$ cat config.mk
export PLATFORM = sky130hd
export DESIGN_NAME = corr_window_ctrl
export DESIGN_NICKNAME = d
export VERILOG_FILES = /design/src/rtl/corr_window_ctrl.sv
export SDC_FILE = /design/constraint.sdc
export NUM_CORES = 1
export LEC_CHECK = 0
export CAP_MARGIN = 20
export CORE_MARGIN = 3
export CORE_UTILIZATION = 40
export DETAILED_ROUTE_END_ITERATION = 7
export HOLD_SLACK_MARGIN = 0.15
export PLACE_DENSITY = 0.63
export SETUP_SLACK_MARGIN = 0.1
export SLEW_MARGIN = 10
export SYNTH_ARGS = -nofsm -noshare
export SYNTH_HDL_FRONTEND = slang
export SYNTH_SLANG_ARGS = --single-unit
$ cat constraint.sdc
create_clock -name clk -period 4.3 [get_ports clk]
set_input_delay 0.86 -clock clk [delete_from_list [all_inputs] [get_ports clk]]
set_output_delay 0.86 -clock clk [all_outputs]
set_load 0.005 [all_outputs]
$ cat src/rtl/corr_window_ctrl.sv
// Correlation window controller: flushes and primes the correlator, integrates
// pos/neg votes and the corr peak over win_len sample strobes, then holds the result.
module corr_window_ctrl #(
   parameter int WIN_W = 16
) (
   input  logic             clk,
   input  logic             rst,
   input  logic             start,
   input  logic             abort,
   input  logic [7:0]       clk_div,
   input  logic [7:0]       length_cfg,
   input  logic [WIN_W-1:0] win_len,
   input  logic [7:0]       corr,
   input  logic             pos,
   input  logic             neg,
   output logic             sample_en,
   output logic             buf_rst,
   output logic [7:0]       buf_length,
   output logic             busy,
   output logic             result_valid,
   input  logic             result_ready,
   output logic [1:0]       dir,
   output logic [WIN_W-1:0] pos_cnt,
   output logic [WIN_W-1:0] neg_cnt,
   output logic [7:0]       corr_peak
);

   localparam int CW = (WIN_W > 8) ? WIN_W : 8;

   typedef enum logic [2:0] {
      S_IDLE,
      S_FLUSH,
      S_FILL,
      S_ACQ,
      S_DONE
   } state_t;

   state_t           r_state;
   state_t           w_next;
   logic [7:0]       r_div_cfg;
   logic [7:0]       r_div_cnt;
   logic [7:0]       r_buf_length;
   logic             r_buf_rst;
   logic [WIN_W-1:0] r_win_len;
   logic [WIN_W-1:0] r_pos_cnt;
   logic [WIN_W-1:0] r_neg_cnt;
   logic [7:0]       r_corr_peak;
   logic [CW-1:0]    r_samp_cnt;

   logic             w_run;
   logic             w_strobe;
   logic             w_launch;
   logic             w_fill_last;
   logic             w_acq_last;
   logic [CW-1:0]    w_samp_inc;

   always_comb begin
      w_run       = (r_state == S_FILL) || (r_state == S_ACQ);
      w_strobe    = w_run && (r_div_cnt == r_div_cfg) && !abort;
      w_launch    = (r_state == S_IDLE) && start && !abort;
      w_samp_inc  = r_samp_cnt + CW'(1);
      w_fill_last = (r_state == S_FILL) && w_strobe && (w_samp_inc == CW'(r_buf_length));
      w_acq_last  = (r_state == S_ACQ)  && w_strobe && (w_samp_inc == CW'(r_win_len));
   end

   always_comb begin
      w_next = r_state;
      case (r_state)
         S_IDLE:  if (start)        w_next = S_FLUSH;
         S_FLUSH:                   w_next = S_FILL;
         S_FILL:  if (w_fill_last)  w_next = S_ACQ;
         S_ACQ:   if (w_acq_last)   w_next = S_DONE;
         S_DONE:  if (result_ready) w_next = S_IDLE;
         default:                   w_next = S_IDLE;
      endcase
      // abort overrides every transition, including the IDLE->FLUSH launch
      if (abort) w_next = S_IDLE;
   end

   always_ff @(posedge clk or posedge rst) begin
      if (rst) begin
         r_state      <= S_IDLE;
         r_buf_rst    <= 1'b1;
         r_buf_length <= '0;
         r_div_cfg    <= '0;
         r_div_cnt    <= '0;
         r_win_len    <= '0;
         r_samp_cnt   <= '0;
         r_pos_cnt    <= '0;
         r_neg_cnt    <= '0;
         r_corr_peak  <= '0;
      end else begin
         r_state   <= w_next;
         r_buf_rst <= (w_next == S_FLUSH);

         if (w_launch) begin
            r_div_cfg    <= clk_div;
            r_buf_length <= (length_cfg == '0) ? 8'd1 : length_cfg;
            r_win_len    <= (win_len == '0) ? WIN_W'(1) : win_len;
            r_pos_cnt    <= '0;
            r_neg_cnt    <= '0;
            r_corr_peak  <= '0;
         end

         if (w_run && !abort)
            r_div_cnt <= (r_div_cnt == r_div_cfg) ? 8'd0 : r_div_cnt + 8'd1;
         else
            r_div_cnt <= '0;

         // one counter serves both phases: it restarts when FILL hands over to ACQ
         if (!w_run)
            r_samp_cnt <= '0;
         else if (w_strobe)
            r_samp_cnt <= (w_fill_last || w_acq_last) ? '0 : w_samp_inc;

         if ((r_state == S_ACQ) && w_strobe) begin
            if (pos && (r_pos_cnt != '1)) r_pos_cnt <= r_pos_cnt + WIN_W'(1);
            if (neg && (r_neg_cnt != '1)) r_neg_cnt <= r_neg_cnt + WIN_W'(1);
            if (corr > r_corr_peak)       r_corr_peak <= corr;
         end
      end
   end

   always_comb begin
      sample_en    = w_strobe;
      busy         = (r_state != S_IDLE);
      result_valid = (r_state == S_DONE) && !abort;
      dir          = 2'b00;
      if (r_state == S_DONE) begin
         if (r_pos_cnt > r_neg_cnt)      dir = 2'b01;
         else if (r_neg_cnt > r_pos_cnt) dir = 2'b10;
      end
   end

   assign buf_rst    = r_buf_rst;
   assign buf_length = r_buf_length;
   assign pos_cnt    = r_pos_cnt;
   assign neg_cnt    = r_neg_cnt;
   assign corr_peak  = r_corr_peak;

endmodule
==> results.toml <==
[yosys]
synth_edf_count = 0
synth_top_area_cell = "dfrtp_1"
async_flop_share = 1.00
seq_area_frac_synth = 0.420
synth_seq_cells = 100
synth_cells = 698
netlist_top_cells_area = "dfrtp_1 42%, nand2_1 11%, ha_1 5.9%"
avgSynthCellArea_sq_um = 8.55
synth_warnings = 0
synth_flop_cell = "dfrtp_1"
synth_cell_type_count = 58
synth_nets = 773
synth_top_cell_area_share = 0.415
syn_area_sq_um = 5970

[setup_path]
startpoint_type = "register"
r2r_cells = 9
critPathMaxStageDelay_ps = 520
path_common_cell = "o21a_1"
path_cells = "ha_1 > nor2b_1 > o21a_1 > o21a_1 > o21a_1 > o211ai_1 > a21oi_1 > o22ai_1 > nor2b_1 > clkdlybuf4s50_1"
rr_endpoint = "r_samp_cnt[13]$_DFFE_PP0P_"
crit_slowest_cell = "clkdlybuf4s50_1"
cp.arrival_ps = 2940
cp_top_family = "compound AO/OA/AOI/OAI gates"
r2r_start = "r_samp_cnt[0]$_DFFE_PP0P_"
path_max_fanout = 7
worstPathRequired_ps = 3440
worst-path-buf-inv = 1
end_kind = "primary output"
r2r_setup_slack_ps = 740
critical_path_class = "reg -> out"

[global_route]
grt_overflow_total = 0
grt.busiest_layer = "met2"
grt_antenna_before_repair = 0
grt_pass1_wl_um = 26900
grt_start_max_net_pins = 56
grtUsageMet1 = 0.273
grt_pass1_vias = 5322
grt_usage = 0.203
grtUsageMet2 = 0.335
use_met3 = 0.0367

[clock_tree]
clk_pin_slew_ps = 70
post_cts_resized = 0
cts_max_path_buffers = 2
htreeDepth = 3
ctsHoldBuffers = 0
clkLatencyLatePin_ps = 340
postCtsSetupRepairBufs = 0
clock_sink_count = 100
cts_tree = "built"
clockRootBuffer = "clkbuf_16"
cts_buffers = 9

[pwr]
powerDensity_nw_per_um2 = 310
p_leak_nw = 3.40
max-vdd-ir-drop_mv = 0.230

[timing]
whs_ps = 499
setup_ws_ps = 499
rsz0062_at_grt = "no"
hold_violations = 0
finalClockSkew_ps = 9.21
slew_viol_final = 0
fin_setup_tns_ps = 0
max_freq_mhz = 263
worst_slew_pin_slew_ps = 1020
post-route-period-util = 0.884
max_slew_margin = 0.321
period_minus_slack_ps = 3800
setup_violations = 0

[floorplan]
fp.dieW_um = 128
io_pins = 101
start_util = 0.409
design.core.area_sq_um = 14600
dieArea_sq_um = 16400
rows = 44
fp.dieH_um = 128

[place]
pre_cts_slack_ps = 450
hpwl_um = 11800
gp_congestion = 0.927
portBuffers = 100

[finish]
layout_common_cells = "168 x nand2_1, 100 x clkdlybuf4s50_1, 99 x dfrtp_1, 46 x nor2_1, 36 x inv_1"
regArea_sq_um = 2500
diodes = 0
area_delta_synth_final_pct = 25.0
multi_input_area_sq_um = 3180
drive_above_1_share = 0.0380
final_common_cell = "nand2_1"
final_nets = 860
fillers = 1364
postLayoutCoreUtil = 0.511

[worst_hold_path]
whs_path_depth = 2
min_from = "r_win_len[12]$_DFFE_PP0P_"
hold_end = "r_win_len[12]$_DFFE_PP0P_"
hold_path_class = "reg -> reg"

[route]
wl_per_cell_um = 16.5
via_count = 5294
drc = 0
drt-vias-per-instance = 5.44
final_antenna_net_count = 0
dr.pass1.iters = 5
drt_iter0_markers = 424
routed_wl_um = 16100

[run]
cap_violations = 0

[outcome]
status = "complete, no violations"
state kept, by name, indices dropped and copies added (netlist names):
name	flops
neg_cnt	16
pos_cnt	16
r_win_len	16
r_state	3
r_div_cnt	8
r_samp_cnt	16
buf_rst	1
corr_peak	8
buf_length	8
r_div_cfg	8
metal layers:
| metal | up-vias | share of wire | wire length (um) |
|---|---|---|---|
| met2 | 146 | 0.48 | 7770 |
| met5 | - | 0 | 0 |
| met3 | 18 | 0.044 | 709 |
| met1 | 2569 | 0.46 | 7350 |
| met4 | 0 | 0.017 | 278 |
| li1 | 2561 | - | - |
where the power goes:
group | leakage (nW) | total (mW) | internal (mW) | switching [mW]
sequential | 1.34 | 1.07 | 1.00 | 0.0617
combinational | 1.89 | 0.303 | 0.153 | 0.150
clock | 0.166 | 0.941 | 0.575 | 0.366
total | 3.40 | 2.31 | 1.73 | 0.578
logic make-up (layout without fill, tap and decap cells):
kind of cell,after synthesis,in the layout,synth area share
AND/OR/NAND/NOR,348,348,0.273
buffers and inverters,68,160,0.0486
flip-flops,100,100,0.420
AO/OA/AOI/OAI,90,90,0.103
adder cells (fa/ha/maj),28,28,0.0587
XOR/XNOR,60,60,0.0906
multiplexers,4,4,0.00671
synthesized netlist by cell type, types with 10 or more instances:
| master | n |
|---|---|
| a21oi_1 | 10 |
| and3_1 | 12 |
| clkbuf_1 | 15 |
| dfrtp_1 | 99 |
| ha_1 | 28 |
| inv_1 | 37 |
| nand2_1 | 168 |
| nand3_1 | 36 |
| nand4_1 | 16 |
| nor2_1 | 46 |
| nor3_1 | 14 |
| nor4_1 | 10 |
| o21ai_0 | 21 |
| xnor2_1 | 28 |
| xor2_1 | 31 |
worst max-delay path by stage:
stage                    startpoint                    endpoint  cells past startpoint  slack, ps
2_1_floorplan                   rst   buf_length[0]$_DFFE_PP0P_                      1        820
3_3_place_gp                  abort  r_samp_cnt[13]$_DFFE_PP0P_                      9        610
3_5_place_dp                  abort  r_samp_cnt[13]$_DFFE_PP0P_                      9        450
4_1_cts        neg_cnt[1]$_DFF_PP0_                      dir[0]                     10        470
5_1_grt        neg_cnt[1]$_DFF_PP0_                      dir[0]                     10        300
6_report       neg_cnt[1]$_DFF_PP0_                      dir[0]                     10        500
layout make-up:
type / count / share of cell area
inverter: 38 / 0.0195
clock buffer: 11 / 0.0312
clock inverter: 5 / 0.0148
tap: 184 / 0.0309
sequential: 100 / 0.336
timing repair buffer: 106 / 0.142
multi-input combinational: 530 / 0.426
tightest hold or removal path, cell delays in order (launching register included):
cell and delay, ps:
dfrtp_1 360, nand2_1 50, nand2_1 50
stage by stage:
step / cells / cell area, sq um / total power [mW]
after CTS: 974 / 7460 / 2.33
after global routing: 974 / 7460 / 2.42
after floorplan: 698 / 5970 / 1.24
final: 974 / 7460 / 2.31
after detailed placement: 958 / 7120 / 1.39
after global placement: 958 / 7120 / 1.38
Power figures use the tool's default switching activity.
